## src/rtl/apb_arb_pkg.sv

```systemverilog
// apb_arb_pkg: shared APB arbiter state type and default bus widths
package apb_arb_pkg;
  typedef enum logic [1:0] {IDLE, SETUP, ACCESS} apb_state_e;
  localparam int APB_ADDR_W = 8;
  localparam int APB_DATA_W = 32;
endpackage

```

## src/rtl/rr_arbiter.sv

```systemverilog
// rr_arbiter: combinational round-robin pick, scanning from ptr+1 upward with wrap
module rr_arbiter #(
  parameter int N = 2,
  localparam int IW = (N > 1) ? $clog2(N) : 1
) (
  input  logic [N-1:0]  req,
  input  logic          en,
  input  logic [IW-1:0] ptr,
  output logic [N-1:0]  gnt,
  output logic [IW-1:0] gnt_idx
);
  logic hit;
  always_comb begin
    hit = 1'b0;
    gnt_idx = '0;
    for (int k = N; k >= 1; k--)
      for (int i = 0; i < N; i++)
        if (en && req[i] && i == (int'(ptr) + k) % N) begin
          hit = 1'b1;
          gnt_idx = IW'(i);
        end
    for (int i = 0; i < N; i++) gnt[i] = hit && gnt_idx == IW'(i);
  end
endmodule

```

## src/rtl/apb_master_arbiter.sv

```systemverilog
// apb_master_arbiter: round-robin sharing of one zero-wait-state APB master port
module apb_master_arbiter
  import apb_arb_pkg::*;
#(
  parameter int NUM_REQ = 2,
  parameter int ADDR_W  = APB_ADDR_W,
  parameter int DATA_W  = APB_DATA_W
) (
  input  logic                      clk,
  input  logic                      rst,
  input  logic [NUM_REQ-1:0]        req_valid,
  input  logic [NUM_REQ-1:0]        req_write,
  input  logic [NUM_REQ*ADDR_W-1:0] req_addr,
  input  logic [NUM_REQ*DATA_W-1:0] req_wdata,
  output logic [NUM_REQ-1:0]        req_ready,
  output logic [NUM_REQ-1:0]        rsp_valid,
  output logic [DATA_W-1:0]         rsp_rdata,
  output logic                      psel,
  output logic                      penable,
  output logic                      pwrite,
  output logic [ADDR_W-1:0]         paddr,
  output logic [DATA_W-1:0]         pwdata,
  input  logic [DATA_W-1:0]         prdata
);
  localparam int IW = (NUM_REQ > 1) ? $clog2(NUM_REQ) : 1;
  apb_state_e state_q, state_d;
  logic [IW-1:0] last_q, last_d, owner_q, owner_d, gnt_idx;
  logic [ADDR_W-1:0] paddr_q, paddr_d;
  logic [DATA_W-1:0] pwdata_q, pwdata_d, rsp_rdata_q, rsp_rdata_d;
  logic pwrite_q, pwrite_d;
  logic [NUM_REQ-1:0] gnt, rsp_valid_q, rsp_valid_d;
  logic window;
  assign window = !rst && state_q != SETUP;
  rr_arbiter #(.N(NUM_REQ)) u_rr (
    .req(req_valid),
    .en(window),
    .ptr(last_q),
    .gnt(gnt),
    .gnt_idx(gnt_idx)
  );
  assign req_ready = gnt;
  assign psel = state_q != IDLE;
  assign penable = state_q == ACCESS;
  assign pwrite = pwrite_q;
  assign paddr = paddr_q;
  assign pwdata = pwdata_q;
  assign rsp_valid = rsp_valid_q;
  assign rsp_rdata = rsp_rdata_q;
  always_comb begin
    state_d = state_q == SETUP ? ACCESS : IDLE;
    last_d = last_q;
    owner_d = owner_q;
    paddr_d = state_q == SETUP ? paddr_q : '0;
    pwdata_d = state_q == SETUP ? pwdata_q : '0;
    pwrite_d = state_q == SETUP ? pwrite_q : 1'b0;
    rsp_rdata_d = state_q == ACCESS ? (pwrite_q ? '0 : prdata) : rsp_rdata_q;
    for (int i = 0; i < NUM_REQ; i++) rsp_valid_d[i] = state_q == ACCESS && owner_q == IW'(i);
    if (|gnt) begin
      state_d = SETUP;
      last_d = gnt_idx;
      owner_d = gnt_idx;
    end
    for (int i = 0; i < NUM_REQ; i++)
      if (gnt[i]) begin
        paddr_d = req_addr[i*ADDR_W +: ADDR_W];
        pwdata_d = req_wdata[i*DATA_W +: DATA_W];
        pwrite_d = req_write[i];
      end
  end
  always_ff @(posedge clk)
    if (rst) begin
      state_q <= IDLE;
      last_q <= IW'(NUM_REQ - 1);
      owner_q <= '0;
      paddr_q <= '0;
      pwdata_q <= '0;
      pwrite_q <= 1'b0;
      rsp_valid_q <= '0;
      rsp_rdata_q <= '0;
    end else begin
      state_q <= state_d;
      last_q <= last_d;
      owner_q <= owner_d;
      paddr_q <= paddr_d;
      pwdata_q <= pwdata_d;
      pwrite_q <= pwrite_d;
      rsp_valid_q <= rsp_valid_d;
      rsp_rdata_q <= rsp_rdata_d;
    end
endmodule

```

## config.mk

```make
export PLATFORM = sky130hd
export DESIGN_NAME = apb_master_arbiter
export DESIGN_NICKNAME = d
export VERILOG_FILES = /design/src/rtl/apb_arb_pkg.sv /design/src/rtl/rr_arbiter.sv /design/src/rtl/apb_master_arbiter.sv
export SDC_FILE = /design/constraint.sdc
export NUM_CORES = 1
export LEC_CHECK = 0
export BUFFER_PORTS_ARGS = -buffer_cell sky130_fd_sc_hd__buf_4
export CAP_MARGIN = 20
export CORE_UTILIZATION = 25
export CTS_CLUSTER_SIZE = 24
export DETAILED_ROUTE_END_ITERATION = 6
export MAX_ROUTING_LAYER = met4
export PLACE_DENSITY_LB_ADDON = 0.25
export RECOVER_POWER = 100
export SYNTH_ARGS = -nofsm -noshare
export SYNTH_HDL_FRONTEND = slang
export SYNTH_SLANG_ARGS = --single-unit
```

## constraint.sdc

```tcl
create_clock -name clk -period 2.3 [get_ports clk]
set_input_delay 0.115 -clock clk [delete_from_list [all_inputs] [get_ports clk]]
set_output_delay 0.115 -clock clk [all_outputs]
set_load 0.01 [all_outputs]
```

==> metrics.cfg, run 1 <==
[run_status]
outcome = aborted with a tool error
haltStage = 4_1_cts
tool.error = [ERROR RSZ-0060] Max buffer count reached.

[placement]
portBuffers = 196
postPlaceCellArea_sq_um = 4392
dpl.hpwl_um = 5685
dp_cells = 556
place_congestion = 0.7190

[clock_tree]
post_cts.repair.setup_buffers = 0
h-tree-depth = 3
cts-resized-gates = 0
cts_max_path_buffers = 2
cts_buffers = 9
cts_root_buf = clkbuf_8
cts_hold_buf = 115
cts.sinks = 79

[floorplanning]
die_width_um = 107.2
num_rows = 38
start_util_pct = 25.63
die_y_um = 107.2
io_pins = 197

[synth]
netlist_instances = 234
synth.cell_area_sq_um = 2766
ys_seq_area_share_pct = 57.17
synth_edf_count = 0
synthesis.nets = 352
synth_cell_types = 24
ys_ff_latch = 79
async_flop_share_pct = 0
postSynthAreaPerCell_sq_um = 11.82
ys_warn_count = 0
ys.flop_type = dfxtp_1

-- cell usage after synthesis (2+ instances only) --
| library cell | instances | area share (%) |
|---|---|---|
| nand2_1 | 3 | 0.41 |
| buf_2 | 16 | 2.9 |
| clkbuf_1 | 4 | 0.54 |
| nor3_1 | 2 | 0.36 |
| a22o_1 | 31 | 9.8 |
| dfxtp_1 | 79 | 57 |
| and2_1 | 41 | 9.3 |
| a221o_1 | 42 | 15 |
-- per-stage QoR --
step           worst slack, ps  util [%]  hold WS, ps
3_5_place_dp             696.0     40.69        330.1
3_3_place_gp             755.2     40.69        327.1
2_1_floorplan            952.6         -        240.5
-- logic make-up after synthesis --
family | count (synthesis) | synth area share (%)
flip-flops | 79 | 57.17
AND/OR/NAND/NOR | 56 | 12.98
AO/OA/AOI/OAI | 76 | 25.87
buffers and inverters | 23 | 3.980
==> run 2: changes to the inputs <==
--- a/config.mk
+++ b/config.mk
@@ -7,11 +7,9 @@
 export LEC_CHECK = 0
 export BUFFER_PORTS_ARGS = -buffer_cell sky130_fd_sc_hd__buf_4
 export CAP_MARGIN = 20
-export CORE_UTILIZATION = 25
-export CTS_CLUSTER_SIZE = 24
+export CORE_UTILIZATION = 20
 export DETAILED_ROUTE_END_ITERATION = 6
-export MAX_ROUTING_LAYER = met4
-export PLACE_DENSITY_LB_ADDON = 0.25
+export PLACE_DENSITY_LB_ADDON = 0.15
 export RECOVER_POWER = 100
 export SYNTH_ARGS = -nofsm -noshare
 export SYNTH_HDL_FRONTEND = slang
==> run 2 against run 1 <==
Against the previous run: the run now ends clean; area after synthesis stayed put; synthesized cell count stayed put.
==> metrics.cfg, run 2 <==
[run_status]
outcome = complete, no violations  ; was aborted with a tool error

[timing]
worst_pin_slew_ps = 639.0
max_freq_mhz = 482.2
post-route-min-period_ps = 2074
final_hold_viol_count = 0
min_period_over_period_pct = 90.17
hold-worst-slack_ps = 17.91
tns_ps = 0
rsz0062_at_grt = false
slew-limit-headroom_pct = 57.35
maxSlewViolCount = 0
fin_worst_skew_ps = 5.987
setup_viol = 0

[synth]
synthDominantCellAreaShare_pct = 57.17  ; unchanged
synth_top_cell_by_area = dfxtp_1  ; unchanged
netlist_instances = 234  ; unchanged
ys_ff_latch = 79  ; unchanged
synthTopCellsByArea = dfxtp_1 57%, a221o_1 15%, a22o_1 9.8%, and2_1 9.3%, buf_2 2.9%  ; unchanged
synthesis.nets = 352  ; unchanged
synth.cell_area_sq_um = 2766  ; unchanged
ys_seq_area_share_pct = 57.17  ; unchanged
ys_warn_count = 0  ; unchanged
synth_edf_count = 0  ; unchanged
synth_common_cells = 79 x dfxtp_1, 42 x a221o_1, 41 x and2_1  ; unchanged
postSynthAreaPerCell_sq_um = 11.82  ; unchanged
yosysMostFrequentCell = dfxtp_1  ; unchanged
async_flop_share_pct = 0  ; unchanged
ys.flop_type = dfxtp_1  ; unchanged
synth_cell_types = 24  ; unchanged

[worst_setup_path]
crit_chain = nand2b_1 -> and4_4 -> buf_12 -> a221o_1 -> dlygate4sd3_1
reg2reg_slack_ps = 230
r2r-start = state_q[1]
endpoint = pwdata[16]
startpoint = state_q[1]
end_kind = flop
cp.required_ps = 2580
reg2reg_depth = 5
crit_family = buffers and inverters
crit_type = reg -> reg
arrival_ps = 2350
cpPeakStageDelay_ps = 550
critPathBufInv = 2
cp_max_fo = 24
worstReg2RegEnd = pwdata[16]
cp_slowest_cell = dlygate4sd3_1
start_kind = flop
cp.depth = 5

[flow_run]
max-cap-violations = 0

[routing]
drt_pass1_iterations = 4
via_count = 3064
drt_first_iter_violations = 104
totalWireLength_um = 10080
drc = 0
ant_nets = 0
vias_per_cell = 4.279
routedWlPerCell_um = 14.08

[power]
powerDensity_nw_per_um2 = 666.9
swShare_pct = 23.63
internal_power_uw = 2839
p_seq_share_pct = 40.4
p_clk_share_pct = 42.6
pwr-share-comb_pct = 17.1
switching_power_uw = 878.5
peakVddDrop_mv = 0.4165
p_leak_uw = 0.002464

[placement]
postPlaceCellArea_sq_um = 4468  ; was 4392 sq um
portBuffers = 196  ; unchanged
dpl.hpwl_um = 6120  ; was 5685 um
place_congestion = 0.6499  ; was 0.7190

[finish]
nets = 653
fillers = 1367
final_common_cell = buf_4
fin_util_pct = 41.76
final_area_sq_um = 5574
syn2layout_area_growth_pct = 101.5
diodes = 0
layout_common_cells = 121 x buf_4, 109 x dlygate4sd3_1, 79 x dfxtp_1, 78 x clkbuf_1, 42 x a221o_1
drive_gt1_share_pct = 26.85

[clock_tree]
clk_pin_slew_worst_paths_ps = 60
cts_buffers = 9  ; unchanged
cts.sinks = 79  ; unchanged
cts_tree = yes
cts_max_path_buffers = 2  ; unchanged
cts_root_buf = clkbuf_16  ; was clkbuf_8
insertion_delay_ps = 340
h-tree-depth = 3  ; unchanged

[floorplanning]
dieArea_sq_um = 14310
start_util_pct = 20.73  ; was 25.63%
io_pins = 197  ; unchanged
num_rows = 42  ; was 38
core_area_sq_um = 13350
die_width_um = 119.6  ; was 107.2 um
die_y_um = 119.6  ; was 107.2 um

[global_routing]
antenna_found_initial = 0
grt_pass1_vias = 3252
grt_pass1_wl_um = 16000
grt_max_degree = 32
grt.total_usage_pct = 14.36
gr-total-overflow = 0

[hold_path]
hold_path.class = in -> reg

run 2: cell counts after synthesis:
No cell type changed its count.
run 2: worst register-to-register path, delay by kind of cell, from the launching register on:
kind	cells	cell delay, ps
buffers and inverters	2	760
and+or+nand+nor	2	670
AOI/OAI and AO/OA	1	180
DFF	1	410
run 2: cells by family after synthesis:
group / after synthesis / synth area share (%)
AO/OA/AOI/OAI: 76 / 25.87
flip-flops: 79 / 57.17
AND/OR/NAND/NOR: 56 / 12.98
buffers and inverters: 23 / 3.980
run 2: worst min path at each step:
stage                             start             to  slack [ps]  cells past startpoint
after global placement       prdata[24]  rsp_rdata[24]         330                      2
after global routing      req_wdata[63]     pwdata[31]          10                      2
after floorplan               prdata[0]   rsp_rdata[0]         240                      1
final                     req_wdata[63]     pwdata[31]          20                      2
after detailed placement      prdata[1]   rsp_rdata[1]         330                      2
after CTS                 req_wdata[63]     pwdata[31]           2                      2
run 2: repair_timing:
action / CTS / global route
endpoints found under the hold margin: 70 / 0
setup endpoints to repair: 0 / 3
hold buffers: 109 / 0
buffers inserted: 0 / 0
resized for setup: 0 / 1
run 2: layout make-up:
| cell class | count | area, sq um | area share (%) |
|---|---|---|---|
| clock buffers | 10 | 239.0 | 4.287 |
| clock inverters | 6 | 92.59 | 1.661 |
| inverters | 2 | 7.507 | 0.1347 |
| multi-input cells | 132 | 1096 | 19.66 |
| flip-flops and latches | 79 | 1582 | 28.37 |
| well taps | 176 | 220.2 | 3.951 |
| repair buffers | 311 | 2337 | 41.93 |
run 2: routing by layer:
| metal | GRT usage (%) | up-vias | share of wire [%] |
|---|---|---|---|
| met5 | 0 | - | 0 |
| met3 | 5.941 | 8 | 7.2 |
| met4 | 4.297 | 0 | 1.1 |
| met1 | 16.09 | 1432 | 43 |
| li1 | - | 1493 | - |
| met2 | 24.71 | 131 | 49 |
run 2: power by group through the flow:
stage                     clock network (uW)  registers [uW]  logic [uW]
after floorplan                            0            1570         150
after global placement                     0            1530         527
after detailed placement                   0            1530         531
after CTS                               1650            1500         707
after global routing                    1730            1510         684
final                                   1580            1500         634
run 2: stage by stage:
stage	total power [uW]	instances	worst slack, ps
5_1_grt	3920	716	85.67
3_3_place_gp	2059	591	728.9
6_report	3717	716	226.1
4_1_cts	3862	716	108.5
3_5_place_dp	2062	591	657.3
2_1_floorplan	1715	234	952.6
Power figures use the tool's default switching activity.
==> run 3: changes to the inputs <==
--- a/config.mk
+++ b/config.mk
@@ -7,7 +7,7 @@
 export LEC_CHECK = 0
 export BUFFER_PORTS_ARGS = -buffer_cell sky130_fd_sc_hd__buf_4
 export CAP_MARGIN = 20
-export CORE_UTILIZATION = 20
+export CORE_UTILIZATION = 25
 export DETAILED_ROUTE_END_ITERATION = 6
 export PLACE_DENSITY_LB_ADDON = 0.15
 export RECOVER_POWER = 100
==> run 3 against run 2 <==
Against the previous run: first-iteration DRC count grew 97%; clock skew grew 1.7 ps; worst hold slack gained 18 ps; critical path type unchanged; largest cell class unchanged; largest power group is now registers.
==> metrics.cfg, run 3 (synthesis results as in run 2) <==
[global_routing]
antenna_found_initial = 0  ; unchanged
grt_pass1_wl_um = 14640  ; was 16000 um
grt_max_degree = 43  ; was 32
grt_pass1_vias = 3106  ; was 3252
grt.total_usage_pct = 16.47  ; was 14.36%
gr-total-overflow = 0  ; unchanged

[routing]
totalWireLength_um = 9640  ; was 10080 um
vias_per_cell = 4.533  ; was 4.279
drt_pass1_iterations = 4  ; unchanged
routedWlPerCell_um = 14.07  ; was 14.08 um
via_count = 3105  ; was 3064
drt_first_iter_violations = 205  ; was 104
drc = 0  ; unchanged
ant_nets = 0  ; unchanged

[worst_setup_path]
cp.required_ps = 2530  ; was 2580 ps
arrival_ps = 2300  ; was 2350 ps
cp_max_fo = 29  ; was 24
start_kind = flop  ; unchanged
reg2reg_slack_ps = 220  ; was 230 ps
crit_type = reg -> reg  ; unchanged
end_kind = flop  ; unchanged

[clock_tree]
cts_buffers = 9  ; unchanged
cts_tree = yes  ; unchanged
clk_pin_slew_worst_paths_ps = 80  ; was 60 ps
h-tree-depth = 3  ; unchanged
cts_root_buf = clkbuf_8  ; was clkbuf_16
cts.sinks = 79  ; unchanged
cts_max_path_buffers = 2  ; unchanged
insertion_delay_ps = 340  ; about the same

[floorplanning]
core_area_sq_um = 10790  ; was 13350 sq um
dieArea_sq_um = 11490  ; was 14310 sq um
die_width_um = 107.2  ; was 119.6 um
num_rows = 38  ; was 42
die_y_um = 107.2  ; was 119.6 um
io_pins = 197  ; unchanged
start_util_pct = 25.63  ; was 20.73%

[placement]
portBuffers = 196  ; unchanged
dp_slack_ps = 867.3  ; was 657.3 ps
place_congestion = 0.6830  ; was 0.6499
dpl.hpwl_um = 5650  ; was 6120 um

[power]
switching_power_uw = 805.1  ; was 878.5 uW
swShare_pct = 24.65  ; was 23.63%
internal_power_uw = 2460  ; was 2839 uW
peakVddDrop_mv = 0.3153  ; was 0.4165 mV
p_leak_uw = 0.002437  ; was 0.002464 uW
p_seq_share_pct = 46.0  ; was 40.4%
p_clk_share_pct = 34.7  ; was 42.6%
pwr-share-comb_pct = 19.3  ; was 17.1%
p_total_uw = 3265  ; was 3717 uW
powerDensity_nw_per_um2 = 601.3  ; was 666.9 nW/um^2

[timing]
worst_pin_slew_ps = 656.1  ; was 639.0 ps
fin_worst_skew_ps = 7.706  ; was 5.987 ps
tns_ps = 0  ; unchanged
max_freq_mhz = 481.8  ; was 482.2 MHz
setup_slack_ps = 224.4  ; was 226.1 ps
post-route-min-period_ps = 2076  ; was 2074 ps
maxSlewViolCount = 0  ; unchanged
final_hold_viol_count = 0  ; unchanged
slew-limit-headroom_pct = 56.26  ; was 57.35%
setup_viol = 0  ; unchanged
rsz0062_at_grt = false  ; unchanged
min_period_over_period_pct = 90.24  ; was 90.17%

[finish]
layout_common_cells = 123 x buf_4, 113 x dlygate4sd3_1, 79 x clkbuf_1, 79 x dfxtp_1, 42 x a221o_1  ; was 121 x buf_4, 109 x dlygate4sd3_1, 79 x dfxtp_1, 78 x clkbuf_1, 42 x a221o_1
drive_gt1_share_pct = 26.61  ; was 26.85%
final_common_cell = buf_4  ; unchanged
nets = 658  ; was 653
diodes = 0  ; unchanged
syn2layout_area_growth_pct = 96.29  ; was 101.5%
fillers = 1029  ; was 1367

[flow_run]
max-cap-violations = 0  ; unchanged

[hold_path]
hold_path.class = in -> reg  ; unchanged

[run_status]
outcome = complete, no violations  ; unchanged

[run 3: layout make-up]
| class | count | area (sq um) | share of cell area, % |
|---|---|---|---|
| repair buffers | 316 | 2357 | 43.41 |
| flip-flops and latches | 79 | 1582 | 29.12 |
| inverters | 2 | 7.507 | 0.1382 |
| clock inverters | 6 | 85.08 | 1.567 |
| multi-input cells | 132 | 1096 | 20.18 |
| well taps | 140 | 175.2 | 3.226 |
| clock buffers | 10 | 127.6 | 2.350 |
[run 3: timing repair]
| item | 4_1_cts | 5_1_grt |
|---|---|---|
| setup buffers | 0 | 0 |
| hold buffers | 113 | 0 |
| hold endpoints to repair | 72 | 0 |
| gates resized for setup | 0 | 0 |
[run 3: stage by stage]
step | area [sq um] | util (%) | std cells | hold WS (ps)
finish | 5430 | 50.31 | 685 | 35.78
global route | 5430 | 50.31 | 685 | 3.132
CTS | 5736 | 53.14 | 685 | 8.159
detailed placement | 4392 | 40.69 | 556 | 329.8
global placement | 4392 | 40.69 | 556 | 326.7
floorplan | 2766 | - | 234 | 240.5
[run 3: final timing paths]
kind,from,to,cells after the start
max reg2reg,state_q[1],pwdata[0],5
max,state_q[1],pwdata[0],5
min reg2reg,rsp_rdata[26],rsp_rdata[26],2
min,rst,rsp_rdata[26],2
[run 3: metal layers]
layer | GRT usage [%] | wire (um)
met1 | 18.90 | 4076
met2 | 27.93 | 4594
met3 | 5.593 | 761
met4 | 6.654 | 207
met5 | 0 | 0
[run 3: power by group through the flow]
stage          combinational (uW)  clock, uW  sequential, uW
2_1_floorplan                 150          0            1570
3_3_place_gp                  513          0            1530
3_5_place_dp                  516          0            1530
4_1_cts                       698       1190            1500
5_1_grt                       680       1230            1510
6_report                      632       1130            1500
[run 3: worst max-delay path: stages (launching register included)]
cell and delay, ps:
dfxtp_1 350, nand2b_1 220, nor4bb_4 180, buf_4 240, a221o_1 380, dlygate4sd3_1 570
